===== src/rtl/mc_control_fsm.sv =====
// Multi-cycle main control unit: walks each instruction through FETCH/DECODE/EXEC/MEM/WB
// and drives the shared datapath's control lines, PC write enable and retire counter.
module mc_control_fsm #(
    parameter int          CNT_W   = 32,
    parameter logic [5:0]  HALT_OP = 6'h3F
) (
    input  logic             clk,
    input  logic             reset,
    input  logic [5:0]       OpCode,
    output logic             RegDst,
    output logic             AluSrc,
    output logic             MemtoReg,
    output logic             RegWrite,
    output logic             MemRead,
    output logic             MemWrite,
    output logic             Branch,
    output logic [3:0]       ALUOp,
    output logic             PCWrite,
    output logic             Illegal,
    output logic             Halted,
    output logic [CNT_W-1:0] InstrCount,
    output logic [2:0]       State
);

    typedef enum logic [2:0] {
        S_FETCH  = 3'd0,
        S_DECODE = 3'd1,
        S_EXEC   = 3'd2,
        S_MEM    = 3'd3,
        S_WB     = 3'd4,
        S_HALT   = 3'd7
    } state_t;

    localparam logic [5:0] OP_R    = 6'h00;
    localparam logic [5:0] OP_LW   = 6'h23;
    localparam logic [5:0] OP_SW   = 6'h2B;
    localparam logic [5:0] OP_BEQ  = 6'h04;
    localparam logic [5:0] OP_ADDI = 6'h08;

    localparam logic [3:0] ALU_ADD   = 4'b0000;
    localparam logic [3:0] ALU_SUB   = 4'b0001;
    localparam logic [3:0] ALU_FUNCT = 4'b0010;

    state_t     state;
    logic [5:0] op_q;

    function automatic logic is_legal(input logic [5:0] op);
        return (op == OP_R) || (op == OP_LW) || (op == OP_SW) ||
               (op == OP_BEQ) || (op == OP_ADDI);
    endfunction

    // Sequencing, opcode capture, sticky illegal flag and retire counter
    always_ff @(posedge clk or posedge reset) begin
        if (reset) begin
            state      <= S_FETCH;
            op_q       <= 6'h00;
            InstrCount <= '0;
            Illegal    <= 1'b0;
        end else begin
            if (PCWrite)
                InstrCount <= InstrCount + CNT_W'(1);
            case (state)
                S_FETCH: state <= S_DECODE;
                S_DECODE: begin
                    op_q <= OpCode;
                    if (OpCode == HALT_OP) begin
                        state <= S_HALT;
                    end else if (is_legal(OpCode)) begin
                        state <= S_EXEC;
                    end else begin
                        state   <= S_HALT;
                        Illegal <= 1'b1;
                    end
                end
                S_EXEC: begin
                    case (op_q)
                        OP_LW, OP_SW:  state <= S_MEM;
                        OP_R, OP_ADDI: state <= S_WB;
                        default:       state <= S_FETCH;
                    endcase
                end
                S_MEM: state <= (op_q == OP_LW) ? S_WB : S_FETCH;
                S_WB:   state <= S_FETCH;
                S_HALT: state <= S_HALT;
                default: state <= S_FETCH;
            endcase
        end
    end

    // Moore decode: depends only on state and the captured opcode, never on OpCode
    always_comb begin
        RegDst   = 1'b0;
        AluSrc   = 1'b0;
        MemtoReg = 1'b0;
        RegWrite = 1'b0;
        MemRead  = 1'b0;
        MemWrite = 1'b0;
        Branch   = 1'b0;
        ALUOp    = ALU_ADD;
        PCWrite  = 1'b0;
        case (state)
            S_EXEC: begin
                case (op_q)
                    OP_R: ALUOp = ALU_FUNCT;
                    OP_ADDI, OP_LW, OP_SW: AluSrc = 1'b1;
                    OP_BEQ: begin
                        ALUOp   = ALU_SUB;
                        Branch  = 1'b1;
                        PCWrite = 1'b1;
                    end
                    default: ;
                endcase
            end
            S_MEM: begin
                AluSrc = 1'b1;
                if (op_q == OP_LW) begin
                    MemRead = 1'b1;
                end else begin
                    MemWrite = 1'b1;
                    PCWrite  = 1'b1;
                end
            end
            S_WB: begin
                RegWrite = 1'b1;
                PCWrite  = 1'b1;
                case (op_q)
                    OP_R: begin
                        RegDst = 1'b1;
                        ALUOp  = ALU_FUNCT;
                    end
                    OP_ADDI: AluSrc = 1'b1;
                    // Read data must stay valid while the register file captures it
                    OP_LW: begin
                        AluSrc   = 1'b1;
                        MemRead  = 1'b1;
                        MemtoReg = 1'b1;
                    end
                    default: ;
                endcase
            end
            default: ;
        endcase
    end

    assign Halted = (state == S_HALT);
    assign State  = state;

endmodule


===== config.mk =====
export PLATFORM = sky130hd
export DESIGN_NAME = mc_control_fsm
export DESIGN_NICKNAME = d
export VERILOG_FILES = /design/src/rtl/mc_control_fsm.sv
export SDC_FILE = /design/constraint.sdc
export NUM_CORES = 1
export LEC_CHECK = 0
export ABC_AREA = 1
export CORE_MARGIN = 2
export CORE_UTILIZATION = 30
export CTS_BUF_LIST = sky130_fd_sc_hd__clkbuf_8 sky130_fd_sc_hd__clkbuf_16
export DETAILED_ROUTE_END_ITERATION = 16
export HOLD_SLACK_MARGIN = 0.1
export PLACE_DENSITY = 0.5
export SLEW_MARGIN = 20
export SYNTH_ARGS = -nofsm -noshare
export SYNTH_HDL_FRONTEND = slang
export SYNTH_SLANG_ARGS = --single-unit

===== constraint.sdc =====
create_clock -name clk -period 1.8 [get_ports clk]
set_input_delay 0.18 -clock clk [delete_from_list [all_inputs] [get_ports clk]]
set_output_delay 0.18 -clock clk [all_outputs]
set_load 0.01 [all_outputs]

==> flow_metrics.py <==
metrics = {
    "status": {
        "status": "complete, no violations",
    },
    "floorplanning": {
        "die_x_um": 99.94,
        "initial_utilization_pct": 30.46,
        "design.core.area_um2": 9065,
        "rows": 35,
        "die_height_um": 99.94,
        "pin_count": 57,
        "die_area_um2": 9988,
    },
    "critical_path": {
        "crit_type": "reg -> out",
        "end_kind": "output port",
        "critPathRequiredTime_ps": 1620,
        "startpoint_type": "register",
        "crit_buf_inv": 1,
        "worst_path_max_delay_cell": "dfrtp_1",
        "cp_max_fo": 6,
        "crit_chain": "or2_4 > nor2_8 > and3_1 > dlygate4sd2_1",
        "critPathTopFamily": "simple AND/OR/NAND/NOR gates",
        "slowest_delay_ps": 400,
        "arrival_ps": 1540,
    },
    "power_and_ir_drop": {
        "power_per_cell_area_nw_per_um2": 934.3,
        "p_leak_nw": 1.593,
        "max-vdd-ir-drop_mv": 0.5431,
    },
    "cells_and_area": {
        "drive_above_1_share_pct": 9.636,
        "diodes": 0,
        "stdcell_area_um2": 3556,
        "area_growth_pct": 28.77,
        "nNetsFinal": 475,
        "final_util_pct": 39.23,
    },
    "clock_network": {
        "cts.sinks": 42,
        "htree_levels": 2,
        "clock_latency_ps": 290,
        "clk_path_buf_depth": 2,
        "root_buffer": "clkbuf_8",
        "ctsHoldBuffers": 0,
        "cts_tree": "yes",
        "numCtsBuffers": 5,
        "clk_transition_reported_paths_ps": 80,
    },
    "detailed_routing": {
        "ant_nets": 0,
        "drt_iter0_markers": 99,
        "routed_wl_um": 7295,
        "wl_per_cell_um": 12.62,
        "dr.pass1.iters": 5,
        "via_per_inst": 4.625,
        "drc_errors": 0,
        "dr_total_vias": 2673,
    },
    "synth": {
        "ys_types": 29,
        "synthesis.area_um2": 2761,
        "ys_ff_latch": 42,
        "syn_inst": 404,
        "yosys_warnings": 0,
        "avgSynthCellArea_um2": 6.835,
        "ys_seq_area_share_pct": 38.06,
    },
    "grt": {
        "grt_pass1_vias": 2489,
        "grt_usage_pct": 15.54,
        "antenna_found_initial": 0,
        "grt_max_degree": 43,
        "grt_first_pass_wirelength_um": 12430,
        "overflow": 0,
    },
    "timing": {
        "worst_slack_ps": 81.38,
        "max_freq_mhz": 581.9,
        "fin_hold_ws_ps": 230.9,
        "timing.final.crit_share_pct": 95.48,
        "min_period_ps": 1719,
        "setup_violations": 0,
        "slew_violations": 0,
        "rsz0062_at_grt": "yes",
        "hold_violations": 0,
        "clock_skew_ps": 5.887,
    },
    "flow_run": {
        "drv_cap": 0,
    },
    "placed_design": {
        "dp_hpwl_um": 5618,
        "io_buffers": 54,
        "placed_cell_area_um2": 3430,
        "gp_congestion": 0.8784,
        "pre_cts_slack_ps": -3.359,
    },
    "min_path": {
        "min_path_type": "in -> async",
    },
}
## power by group
group | internal, mW | switching [mW]
Combinational | 0.555 | 0.886
Sequential | 1.10 | 0.148
Clock | 0.304 | 0.330
Total | 1.96 | 1.36
## state kept, by name (all words and copies together), names as in the netlist
name and cells:
InstrCount 32, op_q 6, State 3, Illegal 1
## path summary, 6_finish.rpt
kind	start	slack, ps	endpoint	cells past startpoint
worst max-delay path	op_q[0]$_DFFE_PP0P_	80	ALUOp[0]	4
worst min-delay path	reset	230	op_q[5]$_DFFE_PP0P_	3
worst max register to register	op_q[0]$_DFFE_PP0P_	190	InstrCount[8]$_DFFE_PP0P_	8
worst min register to register	Illegal$_DFFE_PP0P_	490	Illegal$_DFFE_PP0P_	1
max in group asynchronous	reset	1360	State[2]$_DFF_PP0_	3
min in group clk	OpCode[3]	460	op_q[3]$_DFFE_PP0P_	3
## logic make-up after synthesis
logic type,Yosys count,share of synthesized area [%]
AND/OR/NAND/NOR,293,47.48
buffers and inverters,43,7.657
flip-flops,42,38.06
AO/OA/AOI/OAI,14,2.764
XOR/XNOR,10,3.444
adder cells (fa/ha/maj),1,0.4530
other,1,0.1358
## stage by stage
stage                     cells  total power [mW]  setup TNS, ps
after floorplan             405             2.222              0
after global placement      567             2.669              0
after detailed placement    567             2.682         -3.359
after CTS                   576             3.360         -40.94
after global routing        578             3.596         -64.98
final                       578             3.322              0
## area by class of cell
type / instances / area (um^2)
Clock buffer: 6 / 82.58
Clock inverter: 2 / 8.758
Fill cell: 972 / 5509
Inverter: 31 / 116.4
Multi-Input combinational cell: 320 / 1530
Sequential cell: 42 / 1054
Tap cell: 111 / 138.9
Timing Repair Buffer: 66 / 625.6
## layout by cell type (no fill, tap or decap), drive strengths merged
| master | count |
|---|---|
| or2 | 1 |
| o21bai | 1 |
| o21ai | 9 |
| a21oi | 3 |
| nand4 | 18 |
| clkdlybuf4s50 | 44 |
| and3 | 2 |
| clkbuf | 7 |
| dfrtp | 42 |
| ha | 1 |
| conb | 2 |
| nand3 | 18 |
| inv | 31 |
| buf | 13 |
| o2111ai | 1 |
| nand2 | 177 |
| nand3b | 13 |
| nor3 | 7 |
| clkdlybuf4s15 | 2 |
| nor2 | 57 |
| dlygate4sd2 | 6 |
| xor2 | 10 |
| clkinv | 2 |
## worst reg2reg max path, delay by kind of cell, from the launching register on
family        cells  cell delay [ps]
simple gates      7              810
buf+inv           1              310
flops             1              400
## Yosys cell counts (all sizes together)
library cell  count  share of area (%)
o21ai             9                1.6
nand3b           13                3.5
buf              11                3.3
inv              31                4.2
ha                1               0.45
clkbuf            1               0.14
a21oi             3               0.54
o2111ai           1               0.32
nor3              7                1.3
nand2           177                 25
dfrtp            42                 38
nor2             57                9.1
xor2             10                3.4
o21bai            1               0.27
nand3            18                4.2
or2               1               0.32
nand4            18                4.1
and3              2               0.45
conb              1               0.14
## timing repair
action                     in CTS  in global routing
pin swaps                       0                  1
setup buffers                   1                  2
setup endpoints to repair      10                  7
resized for setup              18                 10
## routing by layer
metal	GRT usage, %	vias to the layer above	wire [um]
met5	0	-	0
li1	-	1400	-
met2	25.57	60	3437
met3	3.134	2	304
met1	21.38	1211	3514
met4	3.056	0	38
Note: power is estimated with default switching activity, not from simulation.
